===== src/rtl/t03_sram_pkg.sv =====
// rtl/t03_sram_pkg.sv - shared widths, requester ids and FSM states for the dual-requester SRAM controller
package t03_sram_pkg;

    localparam int ADDR_WIDTH_DEF = 10;
    localparam int DATA_WIDTH_DEF = 32;

    typedef enum logic {
        REQ_I = 1'b0,
        REQ_D = 1'b1
    } req_e;

    typedef enum logic {
        IDLE = 1'b0,
        WAIT = 1'b1
    } state_e;

endpackage


===== src/rtl/t03_sram_rr_arb.sv =====
// rtl/t03_sram_rr_arb.sv - two-way read-port arbiter; round-robin when T03_SRAM_RR_EN is defined, data-first otherwise
module t03_sram_rr_arb
    import t03_sram_pkg::*;
(
    input  logic       clk,
    input  logic       nrst,
    input  logic [1:0] req,
    output logic [1:0] gnt
);

`ifdef T03_SRAM_RR_EN
    req_e ptr_q;
    logic contend;

    assign contend = req[REQ_I] & req[REQ_D];

    // pointer names the side that wins the next contended cycle
    always_comb begin
        gnt = req;
        if (contend) begin
            gnt        = '0;
            gnt[ptr_q] = 1'b1;
        end
    end

    always_ff @(posedge clk or negedge nrst) begin
        if (!nrst) begin
            ptr_q <= REQ_I;
        end else if (contend) begin
            ptr_q <= (ptr_q == REQ_I) ? REQ_D : REQ_I;
        end
    end
`else
    logic unused_clk_rst;

    // clock and reset only feed the pointer in round-robin builds
    assign unused_clk_rst = clk ^ nrst;

    always_comb begin
        gnt = req;
        if (req[REQ_D]) begin
            gnt[REQ_I] = 1'b0;
        end
    end
`endif

endmodule


===== src/rtl/t03_sram_ctrl.sv =====
// rtl/t03_sram_ctrl.sv - instruction/data requesters onto a 1W/1R SRAM; read arbitration style set by T03_SRAM_RR_EN
module t03_sram_ctrl
    import t03_sram_pkg::*;
#(
    parameter int ADDR_WIDTH = ADDR_WIDTH_DEF,
    parameter int DATA_WIDTH = DATA_WIDTH_DEF
) (
    input  logic                  clk,
    input  logic                  nrst,
    input  logic                  i_req,
    input  logic [ADDR_WIDTH-1:0] i_addr,
    output logic                  i_ack,
    output logic [DATA_WIDTH-1:0] i_rdata,
    input  logic                  d_req,
    input  logic                  d_we,
    input  logic [ADDR_WIDTH-1:0] d_addr,
    input  logic [DATA_WIDTH-1:0] d_wdata,
    output logic                  d_ack,
    output logic [DATA_WIDTH-1:0] d_rdata,
    output logic                  sram_csb0,
    output logic [ADDR_WIDTH-1:0] sram_addr0,
    output logic [DATA_WIDTH-1:0] sram_din0,
    output logic                  sram_csb1,
    output logic [ADDR_WIDTH-1:0] sram_addr1,
    input  logic [DATA_WIDTH-1:0] sram_dout1,
    output logic                  busy
);

    state_e                i_state_q, i_state_d;
    state_e                d_state_q, d_state_d;
    logic                  ready_q;
    logic                  d_wr_q;
    logic                  i_elig, d_elig, wr_gnt, i_cand;
    logic                  i_gnt, d_rd_gnt, d_gnt;
    logic [1:0]            rd_req, rd_gnt;
    logic [ADDR_WIDTH-1:0] addr0_q, addr1_q;
    logic [DATA_WIDTH-1:0] din0_q;

    // ready_q holds off grants until the first edge after reset release
    assign i_elig = ready_q & i_req & (i_state_q == IDLE) & ~i_ack;
    assign d_elig = ready_q & d_req & (d_state_q == IDLE) & ~d_ack;
    assign wr_gnt = d_elig & d_we;

    // a same-address write wins; the instruction read retries next cycle
    assign i_cand = i_elig & ~(wr_gnt & (i_addr == d_addr));

    assign rd_req[REQ_I] = i_cand;
    assign rd_req[REQ_D] = d_elig & ~d_we;

    t03_sram_rr_arb u_arb (
        .clk  (clk),
        .nrst (nrst),
        .req  (rd_req),
        .gnt  (rd_gnt)
    );

    assign i_gnt    = rd_gnt[REQ_I];
    assign d_rd_gnt = rd_gnt[REQ_D];
    assign d_gnt    = wr_gnt | d_rd_gnt;

    always_comb begin
        i_state_d = i_state_q;
        d_state_d = d_state_q;
        case (i_state_q)
            IDLE:    if (i_gnt) i_state_d = WAIT;
            WAIT:    i_state_d = IDLE;
            default: i_state_d = IDLE;
        endcase
        case (d_state_q)
            IDLE:    if (d_gnt) d_state_d = WAIT;
            WAIT:    d_state_d = IDLE;
            default: d_state_d = IDLE;
        endcase
    end

    always_comb begin
        sram_csb0  = ~wr_gnt;
        sram_addr0 = wr_gnt ? d_addr : addr0_q;
        sram_din0  = wr_gnt ? d_wdata : din0_q;
        sram_csb1  = ~(i_gnt | d_rd_gnt);
        sram_addr1 = i_gnt ? i_addr : (d_rd_gnt ? d_addr : addr1_q);
        // a requester counts as waiting from its grant cycle up to its ack cycle
        busy = i_gnt | d_gnt | (i_state_q == WAIT) | (d_state_q == WAIT);
    end

    always_ff @(posedge clk or negedge nrst) begin
        if (!nrst) begin
            ready_q   <= 1'b0;
            i_state_q <= IDLE;
            d_state_q <= IDLE;
            d_wr_q    <= 1'b0;
            i_ack     <= 1'b0;
            d_ack     <= 1'b0;
            i_rdata   <= '0;
            d_rdata   <= '0;
            addr0_q   <= '0;
            din0_q    <= '0;
            addr1_q   <= '0;
        end else begin
            ready_q   <= 1'b1;
            i_state_q <= i_state_d;
            d_state_q <= d_state_d;
            if (d_gnt) begin
                d_wr_q <= d_we;
            end
            i_ack <= (i_state_q == WAIT);
            d_ack <= (d_state_q == WAIT);
            if (i_state_q == WAIT) begin
                i_rdata <= sram_dout1;
            end
            if ((d_state_q == WAIT) && !d_wr_q) begin
                d_rdata <= sram_dout1;
            end
            addr0_q <= sram_addr0;
            din0_q  <= sram_din0;
            addr1_q <= sram_addr1;
        end
    end

endmodule


===== config.mk =====
export PLATFORM = sky130hd
export DESIGN_NAME = t03_sram_ctrl
export DESIGN_NICKNAME = d
export VERILOG_FILES = /design/src/rtl/t03_sram_pkg.sv /design/src/rtl/t03_sram_rr_arb.sv /design/src/rtl/t03_sram_ctrl.sv
export SDC_FILE = /design/constraint.sdc
export NUM_CORES = 1
export LEC_CHECK = 0
export ABC_AREA = 0
export CAP_MARGIN = 20
export CORE_ASPECT_RATIO = 0.75
export CORE_MARGIN = 2
export CORE_UTILIZATION = 38
export DETAILED_ROUTE_END_ITERATION = 10
export PLACE_DENSITY = 0.77
export SETUP_SLACK_MARGIN = 0.2
export SLEW_MARGIN = 0
export SYNTH_ARGS = -nofsm -noshare
export SYNTH_HDL_FRONTEND = slang
export SYNTH_HIERARCHICAL = 1
export SYNTH_SLANG_ARGS = --single-unit
export TNS_END_PERCENT = 30

===== constraint.sdc =====
create_clock -name clk -period 2.4 [get_ports clk]
set_clock_uncertainty 0.15 [all_clocks]
set_input_delay 0.48 -clock clk [delete_from_list [all_inputs] [get_ports clk]]
set_output_delay 0.48 -clock clk [all_outputs]
set_load 0.02 [all_outputs]

### Word-level counts from Yosys, hierarchy flattened

Index checks and enable logic that the tools add are counted.

* flip-flop bits (word level): 122
* input port bits: 89

* bitwise logic cells: 23
* mux-type cells: 9
* equality and inequality tests: 1
* reductions and logical operators: 2

Operators by type and width (number)
* 32-bit 2-to-1 mux: 1
* 10-bit 2-to-1 mux: 3
* 1-bit AND: 10
* 10-bit == test: 1
* 1-bit inverter: 8
* 1-bit bitwise OR: 5
* 1-bit case mux with 2 select lines: 2
* 1-bit 2-to-1 mux: 3
* 1-bit logical AND: 1
* 1-bit logical NOT: 1

### Longest topological paths before layout

* depth after elaboration: 11
* mapped depth: 10
* depth with buffers taken out: 7

### By module

Netlist, hierarchy kept.

By module, submodules not included
* t03_sram_ctrl: seq. area each 3052.9 um^2, area each 4737.0 um^2, times used 1, cells each 304
* t03_sram_rr_arb: seq. area each 0.0 um^2, area each 21.3 um^2, times used 1, cells each 2

### Worst setup path after synthesis

Ideal clock, no wire load.

* path kind: register to output
* from: register d_ack
* to: output sram_addr1[0]
* slack: -0.501 ns
* stages on the path, launching flop included: 10
* arrival: 2.271 ns
* path through: dfrtp_1 and4bb_1 nand2_1 buf_6 buf_6 nor4_2 a21oi_1 nor2b_4 clkbuf_1 o21ai_0

* word-level cells in the longest chain between the ends: 8
* elaborated cells on any way between the ends: 10
* classes of those cells: mux: 3; bitwise: 7

Ends and longest elaborated chain
* start: declaration: line t03_sram_ctrl.sv:18 `output logic d_ack,`
* start signal: assignment: line t03_sram_ctrl.sv:107 `d_ack <= (d_state_q == WAIT);`
* 1-bit inverter: line t03_sram_ctrl.sv:41 `assign d_elig = ready_q & d_req & (d_state_q == IDLE) & ~d_ack;`
* 1-bit AND: line t03_sram_ctrl.sv:41
* 1-bit AND: line t03_sram_ctrl.sv:42 `assign wr_gnt = d_elig & d_we;`
* 1-bit AND: line t03_sram_ctrl.sv:45 `assign i_cand = i_elig & ~(wr_gnt & (i_addr == d_addr));`
* 1-bit inverter: line t03_sram_ctrl.sv:45
* 1-bit AND: line t03_sram_ctrl.sv:45
* named net i_cand: line t03_sram_ctrl.sv:33 `logic i_elig, d_elig, wr_gnt, i_cand;`
* 1-bit 2-to-1 mux: line t03_sram_rr_arb.sv:41 `if (req[REQ_D]) begin`
* named net rd_gnt[0]: line t03_sram_ctrl.sv:35 `logic [1:0] rd_req, rd_gnt;`
* 10-bit 2-to-1 mux: line t03_sram_ctrl.sv:81 `sram_addr1 = i_gnt ? i_addr : (d_rd_gnt ? d_addr : addr1_q);`
* end: declaration: line t03_sram_ctrl.sv:24 `output logic [ADDR_WIDTH-1:0] sram_addr1,`

The timed path passes the listed nets, and every way through them passes these cells.

### Final worst setup path

* from: register d_ack
* to: output sram_addr1[2]

* elaborated cells on any way between the ends: 10
* classes of those cells: mux: 3; bitwise: 7

RTL lines
* 1-bit inverter *: line t03_sram_ctrl.sv:41
* 1-bit AND *: line t03_sram_ctrl.sv:41
* 1-bit AND *: line t03_sram_ctrl.sv:48 `assign rd_req[REQ_D] = d_elig & ~d_we;`
* named net rd_req[1]: line t03_sram_ctrl.sv:35
* 10-bit 2-to-1 mux / 1-bit 2-to-1 mux (equally long branches): line t03_sram_ctrl.sv:81, t03_sram_rr_arb.sv:41
* 10-bit 2-to-1 mux *: line t03_sram_ctrl.sv:81

Mark *: on every way through the listed nets, which the timed path passes. The rest lies on a longest branch.

==> reports/metrics.csv <==
stage,metric,value,unit
status,run status,"complete, but fails checks",
status,violations in the final reports,setup timing,
pwr,clock power share,28.4,%
die,die outline width,133.2,um
timing,worst setup slack after layout,-0.3709,ns
worst_setup_path,Worst EP required,1.77,ns
job,max-capacitance violation count,0,
die,core region area,0.01226,mm2
timing,hold violation total from the final report,0,
worst_setup_path,buffers plus inverters on the worst setup path,3,
clock_network,Max Buffers Root-to-Sink,2,
synthesis,"FF+latch count, synth",122,
global_routing,antenna violations before repair,0,
die,Rows,35,
synthesis,per-instance average area after synthesis,15.55,um2
worst_setup_path,worst path cell trace,and4bb_2 -> buf_4 -> nor2b_4 -> buf_12 -> mux2i_4 -> o21ai_4 -> buf_6,
pwr,reported net switching power,2.791,mW
timing,Slew HR,66.30,%
pwr,leakage,3.690,nW
routing,number of vias after detailed routing,3425,
routing,detailed-route wire length,12770,um
place,Final GP Congestion,0.7784,
synthesis,synthesized instance count,306,
synthesis,YS warnings,6,
timing,setup repair after global routing missed its margin,true,
die,total I/O pin count,210,
global_routing,global-route wire length before repair,19460,um
routing,detailed-route wire length per cell,17.46,um
routing,Routed Antenna Nets,0,
place,pre-CTS setup slack,-1.424,ns
cells_and_area,share of post-route cells with drive strength above 1,47.08,%
timing,"Min Clock Period, post-route",2.771,ns
min_path,Hold Crit Class,input pin to flip-flop,
clock_network,clock transition at the registers of the reported paths,0.05,ns
synthesis,Synth Cell Area,0.004758,mm2
synthesis,Synth cell types,25,
clock_network,clock tree from TritonCTS,done,
worst_setup_path,kind of cell with the highest combined delay on the critical path,simple AND/OR/NAND/NOR gates,
timing,highest achievable clock rate,360.9,MHz
clock_network,number of buffers inserted during clock tree synthesis,17,
worst_setup_path,highest net fanout along the worst path,7,
cells_and_area,area overhead of the layout relative to synthesis,73.73,%
cells_and_area,antenna diode count,0,
routing,via-per-instance ratio,4.685,
worst_setup_path,Crit path largest cell delay,0.38,ns
place,DPL Wire Length,8438,um
worst_setup_path,Crit path arrival time,2.14,ns
global_routing,number of global-route vias before repair,3698,
synthesis,synthesized netlist net count,395,
timing,slew at the pin closest to its max-slew limit,0.5054,ns
place,post-place instance area,0.007283,mm2
cells_and_area,most common library cell in the layout ignoring fill and taps,clkdlybuf4s50_1,
die,total die area,0.01344,mm2
routing,number of DRC markers after the initial detailed-route iteration,56,
cells_and_area,number of nets in the layout,643,
clock_network,H-tree levels,4,
routing,number of search-and-repair iterations in the first detailed-routing pass,4,
cells_and_area,final design area excluding fillers,0.008267,mm2
timing,post-route clock period utilization,115.5,%
synthesis,post-synthesis sequential area ratio,64.16,%
global_routing,GR Util All Layers,18.87,%
worst_setup_path,kind of end point of the critical path,output port,
routing,DRC violation count after routing,0,
clock_network,CTS Root Buffer Type,clkbuf_16,
pwr,proportion of power drawn by combinational gates,38.1,%
pwr,Reg power frac,33.5,%
cells_and_area,"commonest cells after routing, fill and taps aside","132 x clkdlybuf4s50_1, 122 x dfrtp_1, 98 x mux2_2, 37 x buf_4, 23 x buf_6",
clock_network,CTS sink cnt,122,
worst_setup_path,Setup crit start kind,flip-flop,
pwr,switching fraction of total power,30.82,%
pwr,Max VDD drop,565.0,uV
pwr,internal power,6.264,mW
place,count of port buffers added during placement,209,
cells_and_area,fillcell total,845,
worst_setup_path,Critical Path Slowest Stage Cell,dfrtp_1,
global_routing,largest net degree at the start of global routing,56,
global_routing,global route overflow,0,
timing,Max Slew Vio Count,0,
timing,number of endpoints failing setup at the final stage,54,
cells_and_area,final design utilization,67.42,%
pwr,Pwr Density,1095,mW/mm2
die,Die Ht,100.9,um
die,initial core utilization,38.81,%
worst_setup_path,critical path class,flip-flop to output port,
clock_network,worst-skew pair later-pin latency,0.39,ns
[sequential cells by signal, summed over array words and instances (netlist names)]
name and flops:
d_rdata 32, din0_q 32, i_rdata 32, addr0_q 10, addr1_q 10, d_ack 1
d_state_q 1, d_wr_q 1, i_ack 1, i_state_q 1, ready_q 1
[routing by layer]
layer  wire length, um  track usage [%]
met1              5331            23.05
met2              6340            31.89
met3               973            6.737
met4               120            5.565
met5                 0                0
[worst register-to-register path: cells and delay by family, from the launching register on]
kind	cells	cell delay [ns]
compound gates	1	0.09
buf+inv	2	0.32
flops	1	0.38
mux	1	0.27
simple gates	2	0.56
[cell type report]
class / count / area [um2] / area share [%]
Sequential cell: 122 / 3053 / 36.93
Timing Repair Buffer: 245 / 2430 / 29.39
Multi-Input combinational cell: 167 / 1969 / 23.82
Clock buffer: 23 / 488.0 / 5.903
Tap cell: 166 / 207.7 / 2.512
Clock inverter: 7 / 115.1 / 1.392
Inverter: 1 / 3.754 / 0.04541
[synthesized netlist by cell type]
| cell | number | area (um2) |
|---|---|---|
| dfrtp_1 | 122 | 3053 |
| nor2_1 | 4 | 15.01 |
| xor2_1 | 6 | 52.55 |
| mux2_1 | 2 | 22.52 |
| nor4_2 | 1 | 12.51 |
| inv_1 | 1 | 3.750 |
| a2bb2oi_1 | 1 | 8.760 |
| xnor2_1 | 4 | 35.03 |
| clkbuf_1 | 5 | 18.77 |
| nand4_1 | 1 | 6.260 |
| nor4_1 | 1 | 6.260 |
| mux2i_1 | 10 | 100.1 |
| buf_2 | 8 | 40.04 |
| a21oi_1 | 2 | 10.01 |
| nand2_1 | 11 | 41.29 |
| buf_6 | 4 | 45.04 |
| nor2b_1 | 2 | 12.51 |
| nor2b_4 | 1 | 13.76 |
| nand2b_1 | 1 | 6.260 |
| and4bb_1 | 1 | 12.51 |
| conb_1 | 1 | 3.750 |
| mux2_2 | 104 | 1171 |
| o21ai_0 | 10 | 50.05 |
| nand3_1 | 2 | 10.01 |
| buf_4 | 1 | 7.510 |
[power by group through the flow]
stage	clock network (mW)	logic, mW	registers, mW
after detailed placement	0	3.44	3.05
after global placement	0	3.40	3.00
after floorplan	0	1.17	3.54
after CTS	2.62	3.39	3.02
after global routing	2.73	3.64	3.11
final	2.57	3.45	3.03
[metrics by stage]
step | instances | power (mW) | setup TNS, ns | hold slack, ns
6_report | 731 | 9.055 | -12.61 | 0.2629
3_5_place_dp | 682 | 6.491 | -57.55 | 0.2498
3_3_place_gp | 682 | 6.401 | -56.64 | 0.2456
2_1_floorplan | 306 | 4.712 | -0.2739 | 0.03441
5_1_grt | 731 | 9.478 | -16.64 | 0.2778
4_1_cts | 721 | 9.038 | -16.28 | 0.3435
[cells by family (layout without fill, tap and decap cells)]
group	after synthesis	count (layout)	share of synthesized area, %
flip-flops	122	122	64.16
XOR/XNOR	10	10	1.841
AO/OA/AOI/OAI	13	13	1.446
multiplexers	116	116	27.19
other	1	1	0.07881
buffers and inverters	19	276	2.419
AND/OR/NAND/NOR	25	27	2.866
[worst paths after layout]
path / from / end / slack (ns) / depth (start not counted)
min in group asynchronous: nrst / i_rdata[1] / 0.37 / 2
max in group asynchronous: nrst / i_rdata[23] / 1.13 / 3
min: i_addr[5] / addr1_q[5] / 0.26 / 3
max: d_ack / sram_addr1[2] / -0.37 / 7
min reg2reg: din0_q[16] / din0_q[16] / 0.34 / 1
max reg2reg: d_ack / addr1_q[2] / 0.52 / 6
[repair_timing]
action / 4_1_cts / 5_1_grt
gates cloned: 3 / 2
hold endpoints to repair: 20 / 0
setup endpoints to repair: 66 / 55
hold buffers: 1 / 0
gates resized for setup: 221 / 117
pin swaps: 7 / 25
buffers inserted: 5 / 8
Note: power is estimated with default switching activity, not from simulation.
